$ cat src/rtl/moore_seq_detect.sv
// moore_seq_detect: serial pattern spotter with a runtime-loadable pattern.
// The last PAT_W enabled samples are kept in a shift history (newest bit in
// the LSB) and compared against the active pattern (MSB = oldest bit).
// The match flag y is a registered Moore output, and matches are counted in a
// saturating counter.
//
// Handshake: en is a valid-only strobe. x is consumed on every rising edge
// where en=1, and the block is always ready, so there is no backpressure.
// pat_ld takes priority over en, and x/en are discarded in a load cycle.
module moore_seq_detect #(
  parameter int               PAT_W   = 4,
  parameter logic [PAT_W-1:0] PATTERN = 4'b1001,
  parameter bit               OVERLAP = 1'b1,
  parameter int               CNT_W   = 8
) (
  input  logic             clk,
  input  logic             reset,
  input  logic             x,
  input  logic             en,
  input  logic             pat_ld,
  input  logic [PAT_W-1:0] pat_in,
  output logic             y,
  output logic [CNT_W-1:0] match_cnt,
  output logic             cnt_sat
);

  localparam int               FILL_W    = $clog2(PAT_W + 1);
  localparam logic [FILL_W-1:0] FILL_FULL = FILL_W'(PAT_W);
  localparam logic [CNT_W-1:0]  CNT_MAX   = '1;

  logic [PAT_W-1:0]  hist, hist_d;
  logic [FILL_W-1:0] fill, fill_d;
  logic [PAT_W-1:0]  pat_reg, pat_d;
  logic              y_d;
  logic [CNT_W-1:0]  cnt_d;
  logic              sat_d;

  // Candidate values if the current x were sampled this cycle.
  logic [PAT_W-1:0]  samp_hist;
  logic [FILL_W-1:0] samp_fill;
  logic              hit;

  // Next-state logic: pattern load > sample > idle. Defaults hold state and
  // drop the match flag.
  always_comb begin
    hist_d    = hist;
    fill_d    = fill;
    pat_d     = pat_reg;
    y_d       = 1'b0;
    cnt_d     = match_cnt;
    samp_hist = {hist[PAT_W-2:0], x};
    samp_fill = (fill == FILL_FULL) ? FILL_FULL : fill + 1'b1;
    // A full window is required, so a cleared history never matches an
    // all-zero pattern.
    hit       = (samp_fill == FILL_FULL) && (samp_hist == pat_reg);

    if (pat_ld) begin
      pat_d  = pat_in;
      hist_d = '0;
      fill_d = '0;
    end else if (en) begin
      hist_d = samp_hist;
      fill_d = samp_fill;
      if (hit) begin
        y_d = 1'b1;
        if (match_cnt != CNT_MAX) begin
          cnt_d = match_cnt + 1'b1;
        end
        // Non-overlapping mode: the next match needs PAT_W fresh samples.
        if (!OVERLAP) begin
          fill_d = '0;
        end
      end
    end

    sat_d = (cnt_d == CNT_MAX);
  end

  // State register with synchronous active-low reset.
  always_ff @(posedge clk) begin
    if (!reset) begin
      hist      <= '0;
      fill      <= '0;
      pat_reg   <= PATTERN;
      y         <= 1'b0;
      match_cnt <= '0;
      cnt_sat   <= 1'b0;
    end else begin
      hist      <= hist_d;
      fill      <= fill_d;
      pat_reg   <= pat_d;
      y         <= y_d;
      match_cnt <= cnt_d;
      cnt_sat   <= sat_d;
    end
  end

endmodule

$ cat config.mk
export PLATFORM = sky130hd
export DESIGN_NAME = moore_seq_detect
export DESIGN_NICKNAME = d
export VERILOG_FILES = /design/src/rtl/moore_seq_detect.sv
export SDC_FILE = /design/constraint.sdc
export NUM_CORES = 1
export LEC_CHECK = 0
export ABC_AREA = 1
export CAP_MARGIN = 20
export CORE_MARGIN = 3
export CORE_UTILIZATION = 50
export DETAILED_ROUTE_END_ITERATION = 10
export DONT_BUFFER_PORTS = 1
export SLEW_MARGIN = 20
export SYNTH_ARGS = -nofsm -noshare
export SYNTH_HDL_FRONTEND = slang
export SYNTH_SLANG_ARGS = --single-unit
$ cat constraint.sdc
create_clock -name clk -period 3.83 [get_ports clk]
set_input_delay 0.766 -clock clk [delete_from_list [all_inputs] [get_ports clk]]
set_output_delay 0.766 -clock clk [all_outputs]
set_load 0.1 [all_outputs]
==> flow_summary.toml, run 1 <==
[detailed_routing]
route.vias.total = 976
viasPerCell = 4.905
drc = 0
drt_pass1_iterations = 4
wl_um = 2117
drt-wirelength-per-cell_um = 10.64
ant_nets = 0
drtIter0Drc = 15

[power]
power_frac_seq_pct = 63.5
swShare_pct = 24.02
intPower_mw = 0.2583
p_sw_mw = 0.08165
clockPowerShare_pct = 28.8
combPwrFrac_pct = 7.7
p_leak_nw = 0.5401
peakVddDrop_mv = 0.1716
p_per_area_mw_per_mm2 = 293.4
total_power_mw = 0.3399

[finish]
fin_cells = 199
finalCoreUtilization_pct = 57.88
multiInputGateArea_um2 = 540.5
area_delta_synth_final_pct = 7.925
seqCellArea_um2 = 400.4
fill_cells = 214
nNetsFinal = 186
diodes = 0
layout-drive-gt1-share_pct = 9.302
largest_register_ffs = 8

[min_path]
hp-class = "reg2reg"
hold_depth = 2

[setup_path]
cp_max_fo = 3
cp_top_family = "simple AND/OR/NAND/NOR gates"
critPathBufInv = 1
ff2ff_path_depth = 12
cpMaxStageDelayCell = "dfxtp_1"
critical_path_class = "reg2reg"
cp.depth = 12
crit_path_end_kind = "flip-flop"
max_stage_delay_ns = 0.99
cp.arrival_ns = 2.34
cp_common_cell = "nand2_1"
start_kind = "flip-flop"
critical_path.cell_chain = "nand2_1, nor2_1, nand2_1, nand2_1, nor2_1, nand3_1, nand2_1, nand2_1, nand2_1, inv_1, nand2_1, nor2_1"
crit_required_ns = 4.08

[placement]
dp_hpwl_um = 1623
dp.cells = 196
io_buffers = 0
place.gp.congestion = 0.7690

[die]
core-area_mm2 = 0.002002
die_h_um = 52.34
io_pins = 19
dieArea_mm2 = 0.002739
die_x_um = 52.34
num_rows = 16
initial_core_util_pct = 53.63

[clocking]
cts_hold_buffers = 0
cts_setup_buffers = 0
clk_pin_slew_worst_paths_ns = 0.11
h-tree-depth = 1
clock_sinks = 20
cts_resized = 0
cts_tree = "yes"
clk_latency_ns = 0.30
cts_made_buffers = 3
cts-root-buf = "clkbuf_4"
max-clock-path-buffers = 2

[yosys]
synth_seq_area_share_pct = 37.30
syn_inst = 166
synth_fp_nets = 178
synth_top_area_share_pct = 37.30
synthTopCellsByArea = "dfxtp_1 (37%), nand2_1 (15%), inv_1 (9.8%), nand3_1 (6.5%), o21ai_0 (6.1%)"
syn_area_mm2 = 0.001074
yosys_register_bits = 20
synth.distinct_cells = 19
yosysWarnings = 0
syn_area_per_cell_um2 = 6.467
synth_top_cell_by_area = "dfxtp_1"

[sta]
slew_headroom_pct = 34.24
min_period_ns = 2.090
tns_ns = 0
finalSetupViolCount = 0
finalCritPeriodShare_pct = 54.57
hold_viol = 0
fmaxAchievable_ghz = 0.4784
clock-skew-final_ns = 0.007664
grt_setup_unrepaired = "no"
final-max-slew-violation-count = 0
worst_pin_slew_ns = 0.9850

[global_route]
grt_max_degree = 15
antenna_found_initial = 0
track_usage_pct = 17.16
grt_pass1_wl_um = 3525
grt_pass1_vias = 842
gr-total-overflow = 0

[run_status]
status = "finished, final reports clean"

[flow_run]
maxCapViolations = 0
kinds of logic after synthesis:
group / synth area share (%)
xor+xnor: 0.8160
simple gates: 34.03
compound gates: 12.00
flops: 37.30
buf+inv: 12.35
fa+ha+maj: 3.497
layout make-up:
class,count,area share (%)
multi-input combinational,113,46.65
sequential,20,34.56
inverter,29,9.395
timing repair buffer,7,4.536
tap,27,2.916
clock buffer,3,1.944
cells in the mapped netlist, drive strengths merged:
| library cell | count |
|---|---|
| a21oi | 12 |
| buf | 2 |
| clkbuf | 2 |
| dfxtp | 20 |
| ha | 3 |
| inv | 29 |
| nand2 | 46 |
| nand3 | 14 |
| nand3b | 2 |
| nand4 | 4 |
| nor2 | 18 |
| o21ai | 13 |
| xor2 | 1 |
final timing paths:
kind / slack [ns] / start / endpoint
worst max register to register: 1.74 / match_cnt[6] / cnt_sat
worst min register to register: 0.48 / hist[2] / hist[2]
worst max-delay path: 1.74 / match_cnt[6] / cnt_sat
worst min-delay path: 0.48 / hist[2] / hist[2]
stage by stage:
step / hold slack (ns) / area, um^2 / worst slack [ns]
final: 0.4787 / 1159 / 1.740
after global routing: 0.4993 / 1159 / 1.562
after CTS: 0.4806 / 1159 / 1.749
after detailed placement: 0.4636 / 1136 / 1.750
after global placement: 0.4609 / 1136 / 1.767
after floorplan: 0.4474 / 1074 / 1.584
placed cells by master, fill, tap and decap left out, types with 3 or more instances in the layout:
cell      instances
nor2_1           16
inv_1            28
a21oi_1          11
clkbuf_4          3
o21ai_0          13
ha_1              3
nand3_1          14
nand4_1           4
dfxtp_1          20
nand2_1          44
buf_4             7
routing by layer:
layer	track usage [%]	part of all wire, %	vias to the layer above
li1	-	-	533
met1	23.60	51	421
met2	25.83	43	20
met3	3.989	6.0	2
met4	6.383	0.57	0
met5	0	0	-
power by group through the flow:
stage / logic (mW) / clock network (mW) / registers [mW]
final: 0.0261 / 0.0978 / 0.216
after floorplan: 0.0233 / 0 / 0.220
after CTS: 0.0263 / 0.105 / 0.216
after detailed placement: 0.0263 / 0 / 0.221
after global routing: 0.0304 / 0.110 / 0.217
after global placement: 0.0258 / 0 / 0.221
worst register-to-register path: cells and delay by family (launching register included):
family	cells	cell delay (ns)
buffers and inverters	1	0.05
AND/OR/NAND/NOR	11	0.99
flip-flops	1	0.99
Power figures use the tool's default switching activity.
==> run 2: changes to the inputs <==
--- a/config.mk
+++ b/config.mk
@@ -11,6 +11,7 @@
 export CORE_UTILIZATION = 50
 export DETAILED_ROUTE_END_ITERATION = 10
 export DONT_BUFFER_PORTS = 1
+export PLACE_DENSITY = 0.68
 export SLEW_MARGIN = 20
 export SYNTH_ARGS = -nofsm -noshare
 export SYNTH_HDL_FRONTEND = slang
==> constraint.sdc (replaced) <==
create_clock -name clk -period 1.9 [get_ports clk]
set_input_delay 0.38 -clock clk [delete_from_list [all_inputs] [get_ports clk]]
set_output_delay 0.38 -clock clk [all_outputs]
set_load 0.1 [all_outputs]
==> flow_summary.toml, run 2 (synthesis results as in run 1) <==
[die]
num_rows = 16
die_h_um = 52.34
initial_core_util_pct = 53.63
die_x_um = 52.34
dieArea_mm2 = 0.002739
core-area_mm2 = 0.002002
io_pins = 19

[detailed_routing]
drc = 0
ant_nets = 0
viasPerCell = 5.077
route.vias.total = 1056
drt_pass1_iterations = 4
drt-wirelength-per-cell_um = 11.60
wl_um = 2412
drtIter0Drc = 23

[finish]
diodes = 0
nNetsFinal = 194
layout_commonest_cell = "nand2_1"
fin_cells = 208
area_delta_synth_final_pct = 18.07
largest_register_ffs = 8
layout-drive-gt1-share_pct = 20.44
mostFrequentLayoutCells = "nand2_1 (44), inv_1 (27), nor2_1 (16)"
finalInstanceArea_mm2 = 0.001267

[clocking]
cts_made_buffers = 3
max-clock-path-buffers = 2
clk_pin_slew_worst_paths_ns = 0.11
cts_tree = "yes"
clock_sinks = 20
clk_latency_ns = 0.30
cts-root-buf = "clkbuf_4"
h-tree-depth = 1

[setup_path]
critPathCapture = "cnt_sat"
r2r_slack_ns = 0.13
crit_required_ns = 2.14
ff2ff_path_depth = 10
worst_r2r_startpoint = "match_cnt[0]"
cp_max_fo = 8
cp-startpoint = "match_cnt[0]"
crit_path_end_kind = "flip-flop"
cp.arrival_ns = 2.01
start_kind = "flip-flop"
timing.rr.end = "cnt_sat"
critical_path_class = "reg2reg"

[flow_run]
maxCapViolations = 0

[sta]
hold_viol = 0
tns_ns = 0
finalCritPeriodShare_pct = 93.22
final-max-slew-violation-count = 0
min_period_ns = 1.771
fmaxAchievable_ghz = 0.5646
worst_pin_slew_ns = 0.3789
grt_setup_unrepaired = "no"
slew_headroom_pct = 74.74
finalSetupViolCount = 0
whs_ns = 0.1588
clock-skew-final_ns = 0.002982

[min_path]
hold_depth = 1
hp-class = "in2reg"

[power]
peakVddDrop_mv = 0.4428
total_power_mw = 0.7425
p_per_area_mw_per_mm2 = 585.8
p_leak_nw = 0.5930

[global_route]
track_usage_pct = 17.96
grt_max_degree = 13
grt_pass1_wl_um = 3594
antenna_found_initial = 0
gr-total-overflow = 0
grt_pass1_vias = 872

[placement]
io_buffers = 0
postPlaceCellArea_mm2 = 0.001175
dp_hpwl_um = 1714
place.gp.congestion = 0.8142
dp.cells = 200

[run_status]
status = "finished, final reports clean"
run 2: cell count changes in the layout (fill, tap and decap cells not counted), sizes merged:
cell,delta
buf,+7
clkbuf,+1
nor2,+1
run 2: cell type report:
type	instances	area, um^2
clock buffers	4	36.28
fillers	183	734.5
inverters	29	108.9
multi-input cells	114	573.1
flip-flops and latches	20	410.4
well taps	27	33.78
repair buffers	14	105.1
run 2: worst min-delay path by stage:
stage | from | endpoint | slack (ns)
2_1_floorplan | pat_reg[1] | pat_reg[1] | 0.45
3_3_place_gp | hist[2] | hist[2] | 0.46
3_5_place_dp | pat_reg[2] | pat_reg[2] | 0.46
4_1_cts | en | hist[1] | 0.15
5_1_grt | en | hist[1] | 0.14
6_report | en | hist[1] | 0.16
run 2: critical path, cell delays in order (launching register included):
cell and delay, ns:
dfxtp_2 0.34, ha_1 0.22, nand3_1 0.15, inv_1 0.11, a21oi_2 0.35, nand2_1 0.12
nand2_1 0.08, nand3_1 0.10, nor2_2 0.11, nand2_1 0.05, nor2_1 0.08
run 2: per-stage QoR:
step | worst slack, ns | utilization, %
finish | 0.1289 | 63.31
global route | 0.04702 | 63.31
CTS | 0.04830 | 61.94
detailed placement | -0.06279 | 58.69
global placement | 0.05545 | 58.69
floorplan | 0.02467 | -
run 2: metal layers:
| metal | GRT usage (%) | vias up | wire length [um] | part of all wire (%) |
|---|---|---|---|---|
| li1 | - | 550 | - | - |
| met1 | 22.96 | 471 | 1082 | 45 |
| met2 | 27.89 | 29 | 1109 | 46 |
| met3 | 4.274 | 6 | 154 | 6.4 |
| met4 | 8.936 | 0 | 65 | 2.7 |
| met5 | 0 | - | 0 | 0 |
run 2: where the power goes:
group	switching, mW	internal [mW]
Sequential	0.00592	0.430
Combinational	0.0403	0.0212
Clock	0.129	0.117
Total	0.175	0.568
run 2: what timing repair did:
item,in CTS,in global routing
hold buffers,0,0
pin swaps,1,2
gates resized for setup,0,7
buffers inserted,3,0
setup endpoints to repair,1,1
gates cloned,1,0
hold endpoints to repair,0,0
==> patch, RTL diff (flow settings as in run 2) <==
`OVERLAP`: 1'b1 -> 1'b0.
--- a/src/rtl/moore_seq_detect.sv
+++ b/src/rtl/moore_seq_detect.sv
@@ -11,5 +11,5 @@
   parameter int               PAT_W   = 4,
   parameter logic [PAT_W-1:0] PATTERN = 4'b1001,
-  parameter bit               OVERLAP = 1'b1,
+  parameter bit               OVERLAP = 1'b0,
   parameter int               CNT_W   = 8
 ) (
Formal check against the unedited RTL: not equivalent (Yosys sat finds a counterexample within 10 cycles, from zero or initial values and one cycle with reset low).
==> patch against run 2 <==
- global-route usage rose by 1.8 points
- largest power group unchanged
- count of clock-buffer cells in the layout is the same
- sequential power about the same
- routed wire length about the same
- sequential cell count unchanged
- total power up 1.5%
- area after synthesis is 5.9% higher
- critical path type unchanged
- non-clock buffer count down 4
- worst setup slack improved by 0.044 ns
- cell area grew 3.9%
==> patch: results (changes against run 2) <==
grt:
  grt_pass1_wl_um: 4170  # +16%
  grt_usage_pct: 19.8  # +1.8 points
  grt_pass1_vias: 1002  # +15%
  grt_max_degree: 14  # +1
  use_met3_pct: 6.37  # +2.1 points
  use_met2_pct: 35.3  # +7.4 points
  use_met1_pct: 22.7  # -0.23 points
status:
  status: "finished clean"
route:
  first_pass_iters: 4  # unchanged
  wire_per_inst_um: 11.9  # +2.9%
  initialDrtViolationCount: 18  # -22%
  routed-wl-met2_um: 1180  # +6.0%
  met1Wirelength_um: 1080  # -0.55%
  vias_per_cell: 5.21  # +2.7%
  met3_wirelength_um: 131  # -15%
  vias: 1053  # -0.28%
power:
  ir_drop_mv: 0.616  # +39%
  power.leakage_nw: 0.618  # +4.3%
synthesis:
  yosys-top-cells-count: "nand2_1 (32), inv_1 (29), dfxtp_1 (20)"
  yosysUniqueCellTypes: 21  # +2
  yosysSeqAreaShare_pct: 35.2  # -2.1 points
  synth_top_cells_by_area: "dfxtp_1 (35%), nand2_1 (11%), inv_1 (9.6%), o21ai_0 (5.7%), nor2_1 (5.0%)"
  async_flop_share_pct: 0  # unchanged
  synth_fp_nets: 175  # -1.7%
  avgSynthCellArea_um2: 6.98  # +7.9%
cells_and_area:
  drive_gt1_share_pct: 26.9  # +6.4 points
  nets: 188  # -3.1%
  nFillCells: 176  # -3.8%
timing:
  maxSlewHeadroom_pct: 69.5  # -5.2 points
  finalClockSkew_ns: 0.00377  # +0.000789 ns
setup_path:
  startpoint: "fill[0]"
  crit_arrival_ns: 1.97  # -0.04 ns
  slowest_delay_ns: 0.33  # -0.02 ns
  slowest_stage: "dfxtp_2"
  crit_fanout: 5  # -3
place:
  place_area_mm2: 0.00124  # +6.0%
  place_congestion: 0.854  # +4.9%
  hpwlAfterDp_um: 1800  # +4.9%
hold_path:
  min_path_type: "in -> reg"
clock_network:
  cts_setup_buffers: 0  # -3
  post_cts_resized: 0  # unchanged
[patch: cell types whose count changed after synthesis, sizes merged]
cell    delta
buf        -2
nand2      -5
a21oi      -1
xor2       +1
inv        +2
nor2       +1
nand3      -2
nand4      +1
nand3b     -1
clkbuf     +1
o21ai      +1
nor3b      +1
[patch: kinds of logic (layout without fill, tap and decap cells)]
| group | after synthesis | count (layout) | synth area share [%] |
|---|---|---|---|
| AOI/OAI and AO/OA | 25 | 25 | 11.3 |
| xor gates and xnor gates | 2 | 2 | 1.54 |
| adders and majority gates | 3 | 3 | 3.30 |
| buffers and inverters | 34 | 45 | 11.2 |
| DFF | 20 | 20 | 35.2 |
| and+or+nand+nor | 79 | 80 | 37.4 |
[patch: per-stage QoR]
step	util [%]	setup slack, ns
3_5_place_dp	60.4	0.0298
3_3_place_gp	60.4	0.108
5_1_grt	63.9	0.0415
6_report	63.9	0.173
4_1_cts	62.1	0.00466
2_1_floorplan	-	0.0461
[patch: layout make-up]
class | count | area (um2) | share of cell area [%]
Multi-Input combinational cell | 110 | 644 | 48.9
Sequential cell | 20 | 412 | 31.2
Inverter | 31 | 116 | 8.83
Timing Repair Buffer | 10 | 75.1 | 5.70
Clock buffer | 4 | 36.3 | 2.75
Tap cell | 27 | 33.8 | 2.56
[patch: final timing paths]
path	to	slack (ns)	cells past startpoint
max	cnt_sat	0.17	11
min	hist[1]	0.16	1
max reg2reg	cnt_sat	0.17	11
min reg2reg	pat_reg[2]	0.48	2
[patch: power by group]
group          leakage, nW  switching (mW)  internal (mW)
combinational        0.430          0.0497         0.0242
sequential           0.167         0.00709          0.430
clock               0.0210           0.126          0.117
total                0.618           0.183          0.571
